### src/rtl/score_keeper.sv
// BCD score accumulator: round-robin award arbiter, digit-serial adder, frame-latched display copies.
// Grant acks next cycle, ADD takes DIGITS cycles, CHECK one; requesters hold award_req until acked.
module score_keeper #(
  parameter int DIGITS      = 4,
  parameter int NREQ        = 4,
  parameter int EXTRA_DIGIT = 3
) (
  input  logic                clk,
  input  logic                resetN,
  input  logic [NREQ-1:0]     award_req,
  input  logic [NREQ*8-1:0]   award_pts,
  output logic [NREQ-1:0]     award_ack,
  input  logic                clear,
  input  logic                frame_start,
  output logic [DIGITS*4-1:0] score_digits,
  output logic [DIGITS*4-1:0] hiscore_digits,
  output logic                extra_life,
  output logic                busy
);

  localparam int SW = DIGITS * 4;
  localparam int PW = (NREQ > 1) ? $clog2(NREQ) : 1;
  localparam int CW = (DIGITS > 1) ? $clog2(DIGITS) : 1;
  localparam int XL = EXTRA_DIGIT * 4;

  typedef enum logic [1:0] {IDLE = 2'd0, ADD = 2'd1, CHECK = 2'd2} state_t;

  state_t          state_q, state_d;
  logic [PW-1:0]   ptr_q, ptr_d;
  logic [CW-1:0]   cnt_q, cnt_d;
  logic            carry_q, carry_d;
  logic [7:0]      pts_q, pts_d;
  logic [SW-1:0]   wk_q, wk_d;
  logic [SW-1:0]   score_q, score_d;
  logic [SW-1:0]   hi_q, hi_d;
  logic [SW-1:0]   sd_q, sd_d;
  logic [SW-1:0]   hd_q, hd_d;
  logic [NREQ-1:0] ack_q, ack_d;
  logic            xl_q, xl_d;

  logic            gnt_vld;
  logic [PW-1:0]   gnt_idx;
  logic [7:0]      gnt_pts;
  logic [NREQ-1:0] gnt_oh;
  logic [3:0]      dig_a, dig_b, dig_s;
  logic [4:0]      dig_sum;
  logic            dig_co;
  logic            last_dig;

  function automatic logic [3:0] clamp9(input logic [3:0] n);
    return (n > 4'd9) ? 4'd9 : n;
  endfunction

  // Scan starts one past the last grant so every requester eventually wins.
  always_comb begin
    int j;
    j       = 0;
    gnt_vld = 1'b0;
    gnt_idx = ptr_q;
    for (int k = 0; k < NREQ; k++) begin
      j = int'(ptr_q) + 1 + k;
      if (j >= NREQ) j = j - NREQ;
      if (!gnt_vld && award_req[PW'(j)]) begin
        gnt_vld = 1'b1;
        gnt_idx = PW'(j);
      end
    end
    gnt_pts = 8'h00;
    gnt_oh  = '0;
    for (int i = 0; i < NREQ; i++) begin
      if (gnt_idx == PW'(i)) begin
        gnt_pts   = award_pts[i*8 +: 8];
        gnt_oh[i] = gnt_vld;
      end
    end
  end

  always_comb begin
    dig_a = 4'd0;
    for (int d = 0; d < DIGITS; d++) begin
      if (cnt_q == CW'(d)) dig_a = wk_q[d*4 +: 4];
    end
    if (cnt_q == CW'(0))      dig_b = pts_q[3:0];
    else if (cnt_q == CW'(1)) dig_b = pts_q[7:4];
    else                      dig_b = 4'd0;
    dig_sum  = {1'b0, dig_a} + {1'b0, dig_b} + {4'd0, carry_q};
    dig_co   = (dig_sum > 5'd9);
    dig_s    = dig_co ? 4'(dig_sum - 5'd10) : dig_sum[3:0];
    last_dig = (cnt_q == CW'(DIGITS - 1));
  end

  always_comb begin
    ptr_d   = ptr_q;
    cnt_d   = cnt_q;
    carry_d = carry_q;
    pts_d   = pts_q;
    wk_d    = wk_q;
    score_d = score_q;
    hi_d    = hi_q;
    ack_d   = '0;
    xl_d    = 1'b0;
    // Display copies take the committed value from before this edge, never a mid-update one.
    sd_d    = frame_start ? score_q : sd_q;
    hd_d    = frame_start ? hi_q    : hd_q;
    if (clear) begin
      wk_d    = '0;
      score_d = '0;
      cnt_d   = '0;
      carry_d = 1'b0;
    end else begin
      case (state_q)
        IDLE: begin
          if (gnt_vld) begin
            ptr_d   = gnt_idx;
            pts_d   = {clamp9(gnt_pts[7:4]), clamp9(gnt_pts[3:0])};
            ack_d   = gnt_oh;
            wk_d    = score_q;
            cnt_d   = '0;
            carry_d = 1'b0;
          end
        end
        ADD: begin
          for (int d = 0; d < DIGITS; d++) begin
            if (cnt_q == CW'(d)) wk_d[d*4 +: 4] = dig_s;
          end
          if (last_dig && dig_co) wk_d = {DIGITS{4'h9}};
          cnt_d   = cnt_q + 1'b1;
          carry_d = dig_co;
        end
        CHECK: begin
          score_d = wk_q;
          if (wk_q > hi_q) hi_d = wk_q;
          xl_d = (wk_q[SW-1:XL] != score_q[SW-1:XL]);
        end
        default: ;
      endcase
    end
  end

  always_comb begin
    state_d = state_q;
    if (clear) begin
      state_d = IDLE;
    end else begin
      case (state_q)
        IDLE:    if (gnt_vld) state_d = ADD;
        ADD:     if (last_dig) state_d = CHECK;
        CHECK:   state_d = IDLE;
        default: state_d = IDLE;
      endcase
    end
  end

  always_comb begin
    busy           = (state_q != IDLE);
    award_ack      = ack_q;
    extra_life     = xl_q;
    score_digits   = sd_q;
    hiscore_digits = hd_q;
  end

  always_ff @(posedge clk or negedge resetN) begin
    if (!resetN) begin
      state_q <= IDLE;
      ptr_q   <= PW'(NREQ - 1);
      cnt_q   <= '0;
      carry_q <= 1'b0;
      pts_q   <= 8'h00;
      wk_q    <= '0;
      score_q <= '0;
      hi_q    <= '0;
      sd_q    <= '0;
      hd_q    <= '0;
      ack_q   <= '0;
      xl_q    <= 1'b0;
    end else begin
      state_q <= state_d;
      ptr_q   <= ptr_d;
      cnt_q   <= cnt_d;
      carry_q <= carry_d;
      pts_q   <= pts_d;
      wk_q    <= wk_d;
      score_q <= score_d;
      hi_q    <= hi_d;
      sd_q    <= sd_d;
      hd_q    <= hd_d;
      ack_q   <= ack_d;
      xl_q    <= xl_d;
    end
  end

endmodule

### config.mk
export PLATFORM = sky130hd
export DESIGN_NAME = score_keeper
export DESIGN_NICKNAME = d
export VERILOG_FILES = /design/src/rtl/score_keeper.sv
export SDC_FILE = /design/constraint.sdc
export NUM_CORES = 1
export LEC_CHECK = 0
export ABC_CLOCK_PERIOD_IN_PS = 11300
export BUFFER_PORTS_ARGS = -buffer_cell sky130_fd_sc_hd__buf_2
export CORE_MARGIN = 3
export CORE_UTILIZATION = 50
export CTS_CLUSTER_DIAMETER = 50
export DETAILED_ROUTE_END_ITERATION = 16
export PLACE_DENSITY = 0.69
export SLEW_MARGIN = 30
export SYNTH_ARGS = -nofsm -noshare
export SYNTH_HDL_FRONTEND = slang
export SYNTH_SLANG_ARGS = --single-unit
### constraint.sdc
create_clock -name clk -period 11.3 [get_ports clk]
set_clock_uncertainty 0.1 [all_clocks]
set_input_delay 0.565 -clock clk [delete_from_list [all_inputs] [get_ports clk]]
set_output_delay 0.565 -clock clk [all_outputs]
set_load 0.1 [all_outputs]
==> reports/results.tsv, run 1 <==
metric	value	unit
synth_warnings	0	
clock_sinks	100	
grt_pass1_wl	21.0	mm
drt_iter0_drc	246	
rows	37	
crit_path_max_incr_delay	0.49	ns
ios	78	
period_needed	4.52	ns
area_growth	12.4	%
core_area	10400	um^2
layout_common_cells	dfrtp_1 (98), buf_2 (76), mux2_2 (54)	
grt_max_degree	60	
holdCritPathClass	in -> async	
start_util	52.0	%
setup-tns-final	0	ns
cts_max_level	3	
ys.flop_type	dfrtp_1	
cp-start-kind	flip-flop	
ys_ff_latch	100	
drv_cap	0	
worstSetupPathType	reg -> reg	
critPathMaxFanout	11	
syn_inst	495	
max_freq	221	MHz
r2r_setup_slack	6.78	ns
final_max_slew_viol_count	0	
globalRouteMet2Util	35.6	%
synth_cell_type_count	59	
cp_top_family	adder cells	
clockBufferDepth	2	
fillers	906	
ys_seq_area_share	46.3	%
mappedNetlistArea	5420	um^2
tightest_slew	0.949	ns
multi_input_area	2720	um^2
slew_headroom	36.6	%
place.gp.congestion	0.881	
rsz0062_at_grt	false	
timing.hold.ws	0.0570	ns
endpoint_kind	flip-flop	
antenna_found_initial	0	
drive_gt1_share	29.5	%
synthArstFlopShare	100	%
crit_path_frequent_cell	nand2_1	
final_nets	628	
outcome	completed	
grt_usage	22.2	%
top_usage_layer	met2	
cts_tree	built	
drc	0	
portBuffers	77	
grtUsageMet3	3.67	%
finalSetupViolations	0	
ant_nets	0	
drt-total-wl	12.7	mm
firstDrtPassIters	4	
fp.dieW	110	um
cts-resized-gates	0	
arrival	4.67	ns
holdBufCountCts	0	
leakagePower	3.04	nW
via_count	4148	
final_common_cell	dfrtp_1	
power_density	211	nW/um^2
gr-total-overflow	0	
critical_path_buf_inv_count	1	
crit_required	11.45	ns
postLayoutCoreUtil	58.4	%
cts_root_buffer	clkbuf_8	
seq_area	2500	um^2
post-cts-setup-buffers	0	
antenna_cells	0	
cts_buffers	9	
grt_pass1_vias	4220	
wl_per_cell	18.0	um
synth.avg_cell_area	10.9	um^2
synth-edff-count	0	
dieArea	12100	um^2
fin_crit_sh	40.0	%
syn_nets	561	
ir_drop	0.0994	mV
cpMaxStageDelayCell	fa_1	
place_hpwl	9.35	mm
clock_latency	0.37	ns
crit_chain	inv_1 -> ha_1 -> nand2_1 -> nor2_1 -> a21oi_1 -> o21ai_0 -> mux2i_1 -> fa_1 -> fa_1 -> xor2_1 -> ha_1 -> nand2_1 -> nand2_1 -> nor3_2 -> nor4b_2 -> or3b_1 -> mux2_2	
path_clk_slew	0.11	ns
viasPerCell	5.90	
use_met1	30.3	%
die_height	110	um
finalHoldViolCount	0	
[Yosys cell counts (4+ instances only)]
master / count / share of area [%]
a22o_1: 21 / 3.4
a211oi_1: 10 / 1.4
a21oi_1: 19 / 1.8
a22oi_1: 5 / 0.69
xor2_1: 5 / 0.81
nor4_1: 4 / 0.46
o31ai_1: 4 / 0.55
nor3_1: 11 / 1.0
clkbuf_1: 13 / 0.90
a32o_1: 9 / 1.7
mux2i_1: 7 / 1.3
o31a_1: 9 / 1.5
o21a_1: 7 / 0.97
nand2_1: 30 / 2.1
buf_2: 5 / 0.46
mux2_2: 54 / 11
nor2_1: 25 / 1.7
nand3_1: 8 / 0.74
nand2b_1: 14 / 1.6
nor2b_1: 6 / 0.69
a21o_1: 9 / 1.2
dfrtp_1: 98 / 45
o21ai_0: 17 / 1.6
inv_1: 25 / 1.7
ha_1: 24 / 5.5
[sequential cells by signal, summed over array words and instances, names as in the netlist]
name            cells
carry_q             1
extra_life          1
hi_q               16
pts_q               8
cnt_q               2
state_q             2
score_digits       16
ptr_q               2
score_q            16
award_ack           4
wk_q               16
hiscore_digits     16
[layer usage]
layer  up-vias  wire length [um]
met2        94              6070
li1       1964                 -
met3        18               515
met4         0               225
met5         -                 0
met1      2072              5840
[cells by family after synthesis]
| family | count (synthesis) | share of synthesized area (%) |
|---|---|---|
| AOI/OAI and AO/OA | 135 | 18.7 |
| and+or+nand+nor | 120 | 11.9 |
| DFF | 100 | 46.3 |
| muxes | 61 | 12.5 |
| buffers and inverters | 48 | 3.58 |
| adders and majority gates | 26 | 6.28 |
| xor gates and xnor gates | 5 | 0.809 |
[through the flow]
| step | setup WS, ns | instance area, um^2 | total power, W | cells |
|---|---|---|---|---|
| final | 6.78 | 6090 | 0.00129 | 703 |
| after global routing | 6.49 | 6090 | 0.00138 | 703 |
| after CTS | 6.82 | 6090 | 0.00129 | 703 |
| after detailed placement | 6.85 | 5890 | 0.00107 | 687 |
| after global placement | 7.03 | 5890 | 0.00105 | 687 |
| after floorplan | 7.24 | 5420 | 0.000916 | 495 |
[final timing paths]
kind,startpoint,end,cells after the start
max,cnt_q[0]$_DFFE_PN0P_,wk_q[0]$_DFFE_PN0P_,17
min,resetN,hiscore_digits[3]$_DFFE_PN0P_,1
max reg2reg,cnt_q[0]$_DFFE_PN0P_,wk_q[0]$_DFFE_PN0P_,17
min reg2reg,pts_q[5]$_DFFE_PN0P_,pts_q[5]$_DFFE_PN0P_,2
max in group asynchronous,resetN,score_digits[14]$_DFFE_PN0P_,2
min in group clk,pts_q[5]$_DFFE_PN0P_,pts_q[5]$_DFFE_PN0P_,2
[report_power, final]
group | internal [W] | switching, W
combinational | 0.000234 | 0.000357
sequential | 0.000409 | 0.0000645
clock | 0.0000904 | 0.000132
[worst reg2reg max path, stage by stage, from the launching register on]
cell	delay (ns)
dfrtp_1	0.43
inv_1	0.11
ha_1	0.38
nand2_1	0.10
nor2_1	0.11
a21oi_1	0.05
o21ai_0	0.16
mux2i_1	0.12
fa_1	0.49
fa_1	0.44
xor2_1	0.19
ha_1	0.28
nand2_1	0.08
nand2_1	0.06
nor3_2	0.40
nor4b_2	0.13
or3b_1	0.48
mux2_2	0.30
[layout make-up]
type,count,area share [%]
inverters,25,1.54
clock inverters,6,0.925
repair buffers,79,6.62
flip-flops and latches,100,41.2
multi-input cells,347,44.7
well taps,136,2.80
clock buffers,10,2.26
Note: power is estimated with default switching activity, not from simulation.
==> run 2: changes to the inputs <==
Settings changed: ABC_CLOCK_PERIOD_IN_PS 11300 to 3700, PLACE_DENSITY 0.69 to 0.72.
Clock period 11.3 ns to 3.7 ns, I/O delays scaled along.
==> run 2 against run 1 <==
  * The flow now finishes with violations (negative setup slack)
  * Critical path depth rose by 1
  * Final cell count rose by 6.0%
  * First-iteration DRC count fell by 15%
  * Clock power rose to 3.1 times the previous value
  * Critical path type unchanged
  * Largest power group unchanged
  * Highest routed layer unchanged
==> reports/results.tsv, run 2 (synthesis gave the netlist of run 1 again) <==
metric	value	unit	change
rsz0062_at_grt	true		
wl_per_cell	17.5	um	-3.0%
postLayoutCoreUtil	62.6	%	+4.2 points
final_area	6520	um^2	+7.1%
clock_latency	0.38	ns	about the same
place_hpwl	9.81	mm	+5.0%
r2r_setup_slack	-0.12	ns	-6.90 ns
final_max_slew_viol_count	0		unchanged
power_density	674	nW/um^2	+220%
violations	negative setup slack		
rows	37		unchanged
worstSetupPathType	reg -> reg		
clock_sinks	100		unchanged
via_count	4362		+5.2%
ant_nets	0		unchanged
start_util	52.0	%	unchanged
drive_gt1_share	37.6	%	+8.1 points
ios	78		unchanged
grt_max_degree	50		-17%
place_ws	-0.0933	ns	-6.94 ns
fin_crit_sh	103	%	+63 points
path_clk_slew	0.10	ns	about the same
portBuffers	77		unchanged
drv_cap	0		unchanged
drc	0		unchanged
rr_endpoint	wk_q[0]$_DFFE_PN0P_		
drt_iter0_drc	208		-15%
final_nets	670		+6.7%
cp-start-kind	flip-flop		
max_freq	262	MHz	+18%
cts_tree	built		
ir_drop	0.466	mV	+370%
grt_pass1_wl	21.2	mm	+0.59%
seq_area	2510	um^2	about the same
place.gp.congestion	0.930		+5.5%
timing.hold.ws	0.0559	ns	-0.00102 ns
arrival	3.98	ns	-0.69 ns
critPathMaxFanout	4		-7
clockBufferDepth	2		unchanged
placed_area	6200	um^2	+5.3%
cts_max_level	3		unchanged
grt_usage	22.7	%	+0.44 points
fillers	848		-6.4%
firstDrtPassIters	5		+1
cts_buffers	9		unchanged
fp.dieW	110	um	unchanged
min-delay-start	clear		
finalHoldViolCount	0		unchanged
tightest_slew	0.779	ns	-0.170 ns
cts_root_buffer	clkbuf_8		
crit_required	3.86	ns	-7.59 ns
antenna_cells	0		unchanged
viasPerCell	5.86		-0.77%
leakagePower	3.25	nW	+7.2%
grt_pass1_vias	4379		+3.8%
holdPathEnd	carry_q$_DFFE_PN0P_		
layout_setup_ws	-0.118	ns	-6.90 ns
die_height	110	um	unchanged
dieArea	12100	um^2	unchanged
outcome	complete, but fails checks		
period_needed	3.82	ns	-0.705 ns
antenna_found_initial	0		unchanged
gr-total-overflow	0		unchanged
holdCritPathClass	in -> reg		
drt-total-wl	13.0	mm	+2.8%
rr_worst_depth	18		+1
r2r-start	cnt_q[0]$_DFFE_PN0P_		
finalSetupViolations	10		+10
hold_depth	2		
final_common_cell	dfrtp_1		
core_area	10400	um^2	unchanged
slew_headroom	47.6	%	+11 points
layout_common_cells	dfrtp_1 (97), buf_2 (76), mux2_2 (54)		
multi_input_area	2830	um^2	+4.0%
endpoint_kind	flip-flop		
area_growth	20.4	%	
power	0.00440	W	+240%
==> run 2: cell count changes in the layout (fill, tap and decap cells not counted), moves of 3 or more <==
cell | previous run | this run
buf_4 | 3 | 42
ha_1 | 24 | 21
nand2_1 | 30 | 27
nand2_2 | 0 | 3
or3b_1 | 3 | 0
or3b_4 | 0 | 3
==> run 2: report_power, final <==
| part | internal [W] | switching, W | total (W) |
|---|---|---|---|
| Combinational | 0.00105 | 0.00125 | 0.00230 |
| Sequential | 0.00125 | 0.000161 | 0.00141 |
| Clock | 0.000277 | 0.000411 | 0.000689 |
| Total | 0.00257 | 0.00182 | 0.00440 |
==> run 2: layout make-up <==
class / instances / share of cell area (%)
multi-input cells: 347 / 43.4
flip-flops and latches: 100 / 38.4
repair buffers: 121 / 11.2
well taps: 136 / 2.61
clock buffers: 10 / 2.11
inverters: 25 / 1.44
clock inverters: 6 / 0.863
==> run 2: worst max-delay path by stage <==
stage	slack, ns	from	endpoint
CTS	0.003	cnt_q[0]$_DFFE_PN0P_	wk_q[8]$_DFFE_PN0P_
global route	-0.26	cnt_q[0]$_DFFE_PN0P_	wk_q[0]$_DFFE_PN0P_
finish	-0.12	cnt_q[0]$_DFFE_PN0P_	wk_q[0]$_DFFE_PN0P_
global placement	-0.02	cnt_q[0]$_DFFE_PN0P_	wk_q[8]$_DFFE_PN0P_
floorplan	-0.08	cnt_q[0]$_DFFE_PN0P_	wk_q[8]$_DFFE_PN0P_
detailed placement	-0.09	cnt_q[0]$_DFFE_PN0P_	wk_q[8]$_DFFE_PN0P_
==> run 2: worst max-delay path, cell delays in order (launching register included) <==
cell	delay [ns]
dfrtp_2	0.46
inv_2	0.09
ha_4	0.13
nand2_2	0.05
nor2_2	0.07
a21oi_1	0.05
o21ai_1	0.15
mux2i_1	0.12
fa_2	0.40
fa_2	0.43
xor2_2	0.17
ha_2	0.21
nand2_2	0.06
nand2_2	0.06
nor3_4	0.25
buf_6	0.15
nor4b_2	0.05
or3b_4	0.44
mux2_2	0.28
==> run 2: metal layers <==
metal  vias up  GRT usage [%]  part of all wire (%)
li1       2056              -                     -
met1      2168           29.5                    44
met2       119           38.0                    49
met3        19           4.95                   5.3
met4         0           6.50                   1.6
met5         -              0                     0
==> run 2: timing repair <==
| item | 4_1_cts | 5_1_grt |
|---|---|---|
| hold endpoints to repair | 45 | 0 |
| gates resized for setup | 3 | 17 |
| setup buffers | 1 | 4 |
| pin swaps | 3 | 16 |
| hold buffers | 1 | 0 |
| cloned | 0 | 0 |
| endpoints found under the setup margin | 14 | 15 |
==> run 2: per-stage QoR <==
step	TNS, ns	instances
finish	-0.514	745
global route	-2.41	745
CTS	0	741
detailed placement	-0.429	723
global placement	-0.0239	723
floorplan	-0.241	495
==> run 3: changes to the inputs <==
Settings changed: ABC_AREA from default to 1.
==> run 3 against run 2 <==
  * The flow now finishes without violations
  * Worst hold slack improved by 0.027 ns
  * Total power increased by 38%
  * Final cell count increased by 17%
  * Fmax increased by 6.8%
  * Critical path type unchanged
  * Largest cell class is now registers
  * Highest routed layer unchanged
==> reports/results.tsv, run 3 <==
metric	value	unit	change
outcome	completed		
crit_path_max_incr_delay	0.45	ns	about the same
ys_ff_latch	100		unchanged
cpMaxStageDelayCell	dfrtp_1		
wl_per_cell	14.9	um	-15%
synth_cell_type_count	40		-32%
synth.avg_cell_area	8.42	um^2	-23%
ir_drop	0.630	mV	+35%
layout_common_cells	nand2_1 (99), dfrtp_1 (98), inv_1 (88)		
timing.hold.ws	0.0827	ns	+0.0267 ns
seq_area	2500	um^2	about the same
crit_chain	inv_2 -> ha_4 -> nand2_4 -> o22ai_2 -> nand2_1 -> o211ai_1 -> o21ai_2 -> fa_2 -> fa_2 -> or2_4 -> nand2_4 -> ha_4 -> nand2_1 -> nand3_1 -> nand2_2 -> a21oi_1 -> buf_4 -> nand2_1 -> o21ai_0 -> o22ai_1		
drt-total-wl	12.9	mm	-0.68%
rows	37		unchanged
clock_latency	0.37	ns	about the same
path_clk_slew	0.11	ns	about the same
critical_path_buf_inv_count	2		unchanged
grt_pass1_vias	4575		+4.5%
max_freq	280	MHz	+6.8%
antenna_cells	0		unchanged
final_max_slew_viol_count	0		unchanged
final_area	6280	um^2	-3.6%
crit_required	3.84	ns	-0.02 ns
layout_setup_ws	0.124	ns	+0.242 ns
place_hpwl	9.71	mm	-1.0%
synthTopCellsByArea	dfrtp_1 (46%), nand2_1 (7.4%), inv_1 (6.6%)		
core_area	10400	um^2	-0.44%
grt_max_degree	64		+28%
clockBufferDepth	2		unchanged
cp-start-kind	flip-flop		
syn_inst	636		+28%
synth-edff-count	0		unchanged
start_util	51.6	%	-0.37 points
power	0.00608	W	+38%
drt_iter0_drc	266		+28%
final_nets	793		+18%
leakagePower	3.10	nW	-4.6%
arrival	3.72	ns	-0.26 ns
tightest_slew	0.732	ns	-0.0472 ns
drive_gt1_share	24.6	%	-13 points
drc	0		unchanged
finalHoldViolCount	0		unchanged
ys_seq_area_share	46.8	%	+0.54 points
area_growth	17.4	%	
power_density	968	nW/um^2	+44%
mappedNetlistArea	5350	um^2	-1.2%
synth_top_area_share	45.8	%	+0.53 points
grt_pass1_wl	21.5	mm	+1.5%
ant_nets	0		unchanged
fillers	948		+12%
dieArea	12000	um^2	-1.1%
cp_top_family	adder cells		
placed_area	5930	um^2	-4.4%
firstDrtPassIters	7		+2
fp.dieW	109	um	-0.55%
viasPerCell	5.40		-7.8%
gr-total-overflow	0		unchanged
portBuffers	77		unchanged
period_needed	3.58	ns	-0.242 ns
cts_tree	built		
multi_input_area	2440	um^2	-14%
critPathLaunch	cnt_q[0]$_DFFE_PN0P_		
worstSetupPathType	reg -> reg		
synthArstFlopShare	100	%	unchanged
ys.flop_type	dfrtp_1		
final_common_cell	nand2_1		
synth_warnings	0		unchanged
r2r-start	cnt_q[0]$_DFFE_PN0P_		
grt_usage	22.4	%	-0.22 points
critPathMaxFanout	5		+1
cts_max_level	3		unchanged
min-delay-start	award_pts[28]		
slew_headroom	51.2	%	+3.6 points
place.gp.congestion	0.919		-1.2%
yosysMostFrequentCell	nand2_1		
fin_crit_sh	96.7	%	-6.5 points
syn_nets	702		+25%
finalSetupViolations	0		-10
antenna_found_initial	0		unchanged
synth_common_cells	nand2_1 (105), dfrtp_1 (98), inv_1 (94)		
die_height	109	um	-0.55%
via_count	4684		+7.4%
holdCritPathClass	in -> reg		
cts_root_buffer	clkbuf_8		
crit_path_frequent_cell	nand2_1		
place_ws	-0.123	ns	-0.0294 ns
ios	78		unchanged
clock_sinks	100		unchanged
drv_cap	0		unchanged
endpoint_kind	flip-flop		
cts_buffers	9		unchanged
yosysTopAreaCell	dfrtp_1		
## run 3: cell count changes in the layout (fill, tap and decap cells not counted), sizes merged, moves of 10 or more
cell and delta:
nand2 +90, inv +78, mux2 -53, nor2 +40, o21ai +38, o22ai +28
a21oi +26, nand3 +24, buf -22, a22o -21, nand2b -14, a211oi -10
nor3 -10
## run 3: worst reg2reg max path, delay by kind of cell (launching register included)
family | cells | cell delay, ns
AO/OA/AOI/OAI | 6 | 0.74
AND/OR/NAND/NOR | 8 | 0.83
flip-flops | 1 | 0.45
adder cells (fa/ha/maj) | 4 | 1.08
buffers and inverters | 2 | 0.26
## run 3: worst paths after layout
path	to	slack, ns	depth (start not counted)
hold reg to reg	hi_q[8]$_DFFE_PN0P_	0.39	2
hold / removal	pts_q[4]$_DFFE_PN0P_	0.08	5
max in group asynchronous	wk_q[15]$_DFFE_PN0P_	2.62	3
setup / recovery	wk_q[4]$_DFFE_PN0P_	0.12	20
setup reg to reg	wk_q[4]$_DFFE_PN0P_	0.12	20
min in group asynchronous	hi_q[4]$_DFFE_PN0P_	0.33	3
## run 3: repair_timing
item | in CTS | in global routing
endpoints found under the hold margin | 98 | 0
gates resized for setup | 4 | 30
pin swaps | 0 | 12
hold buffers | 1 | 0
setup buffers | 1 | 3
setup endpoints to repair | 14 | 16
## run 3: kinds of logic after synthesis
group                    count (synthesis)  share of synthesized area [%]
AND/OR/NAND/NOR                        235                           21.1
AO/OA/AOI/OAI                          146                           15.3
buffers and inverters                  122                           9.26
flip-flops                             100                           46.8
adder cells (fa/ha/maj)                 26                           6.36
XOR/XNOR                                 6                          0.982
multiplexers                             1                          0.210
## run 3: final cells by class
cell class                 instances  area share, %
clock buffer                       9           1.97
clock inverter                     7           1.49
tap                              136           2.71
timing repair buffer              99           8.94
sequential                       100           39.9
multi-input combinational        414           38.8
inverter                         103           6.23
## run 3: per-stage QoR
stage | setup TNS, ns | std cells | util [%]
2_1_floorplan | 0 | 636 | -
3_3_place_gp | 0 | 847 | 57.2
3_5_place_dp | -0.829 | 847 | 57.2
4_1_cts | 0 | 865 | 59.5
5_1_grt | -0.226 | 868 | 60.6
6_report | 0 | 868 | 60.6
## run 3: per-layer routing
layer | share of wire (%) | routed length (um) | global-route usage (%)
met1 | 43 | 5590 | 29.9
met2 | 50 | 6420 | 38.4
met3 | 5.3 | 686 | 2.82
met4 | 1.7 | 221 | 6.68
met5 | 0 | 0 | 0
## run 3: power breakdown
group / internal, W / total, W / switching, W
Combinational: 0.00120 / 0.00380 / 0.00260
Clock: 0.000332 / 0.000757 / 0.000426
Sequential: 0.00136 / 0.00153 / 0.000171
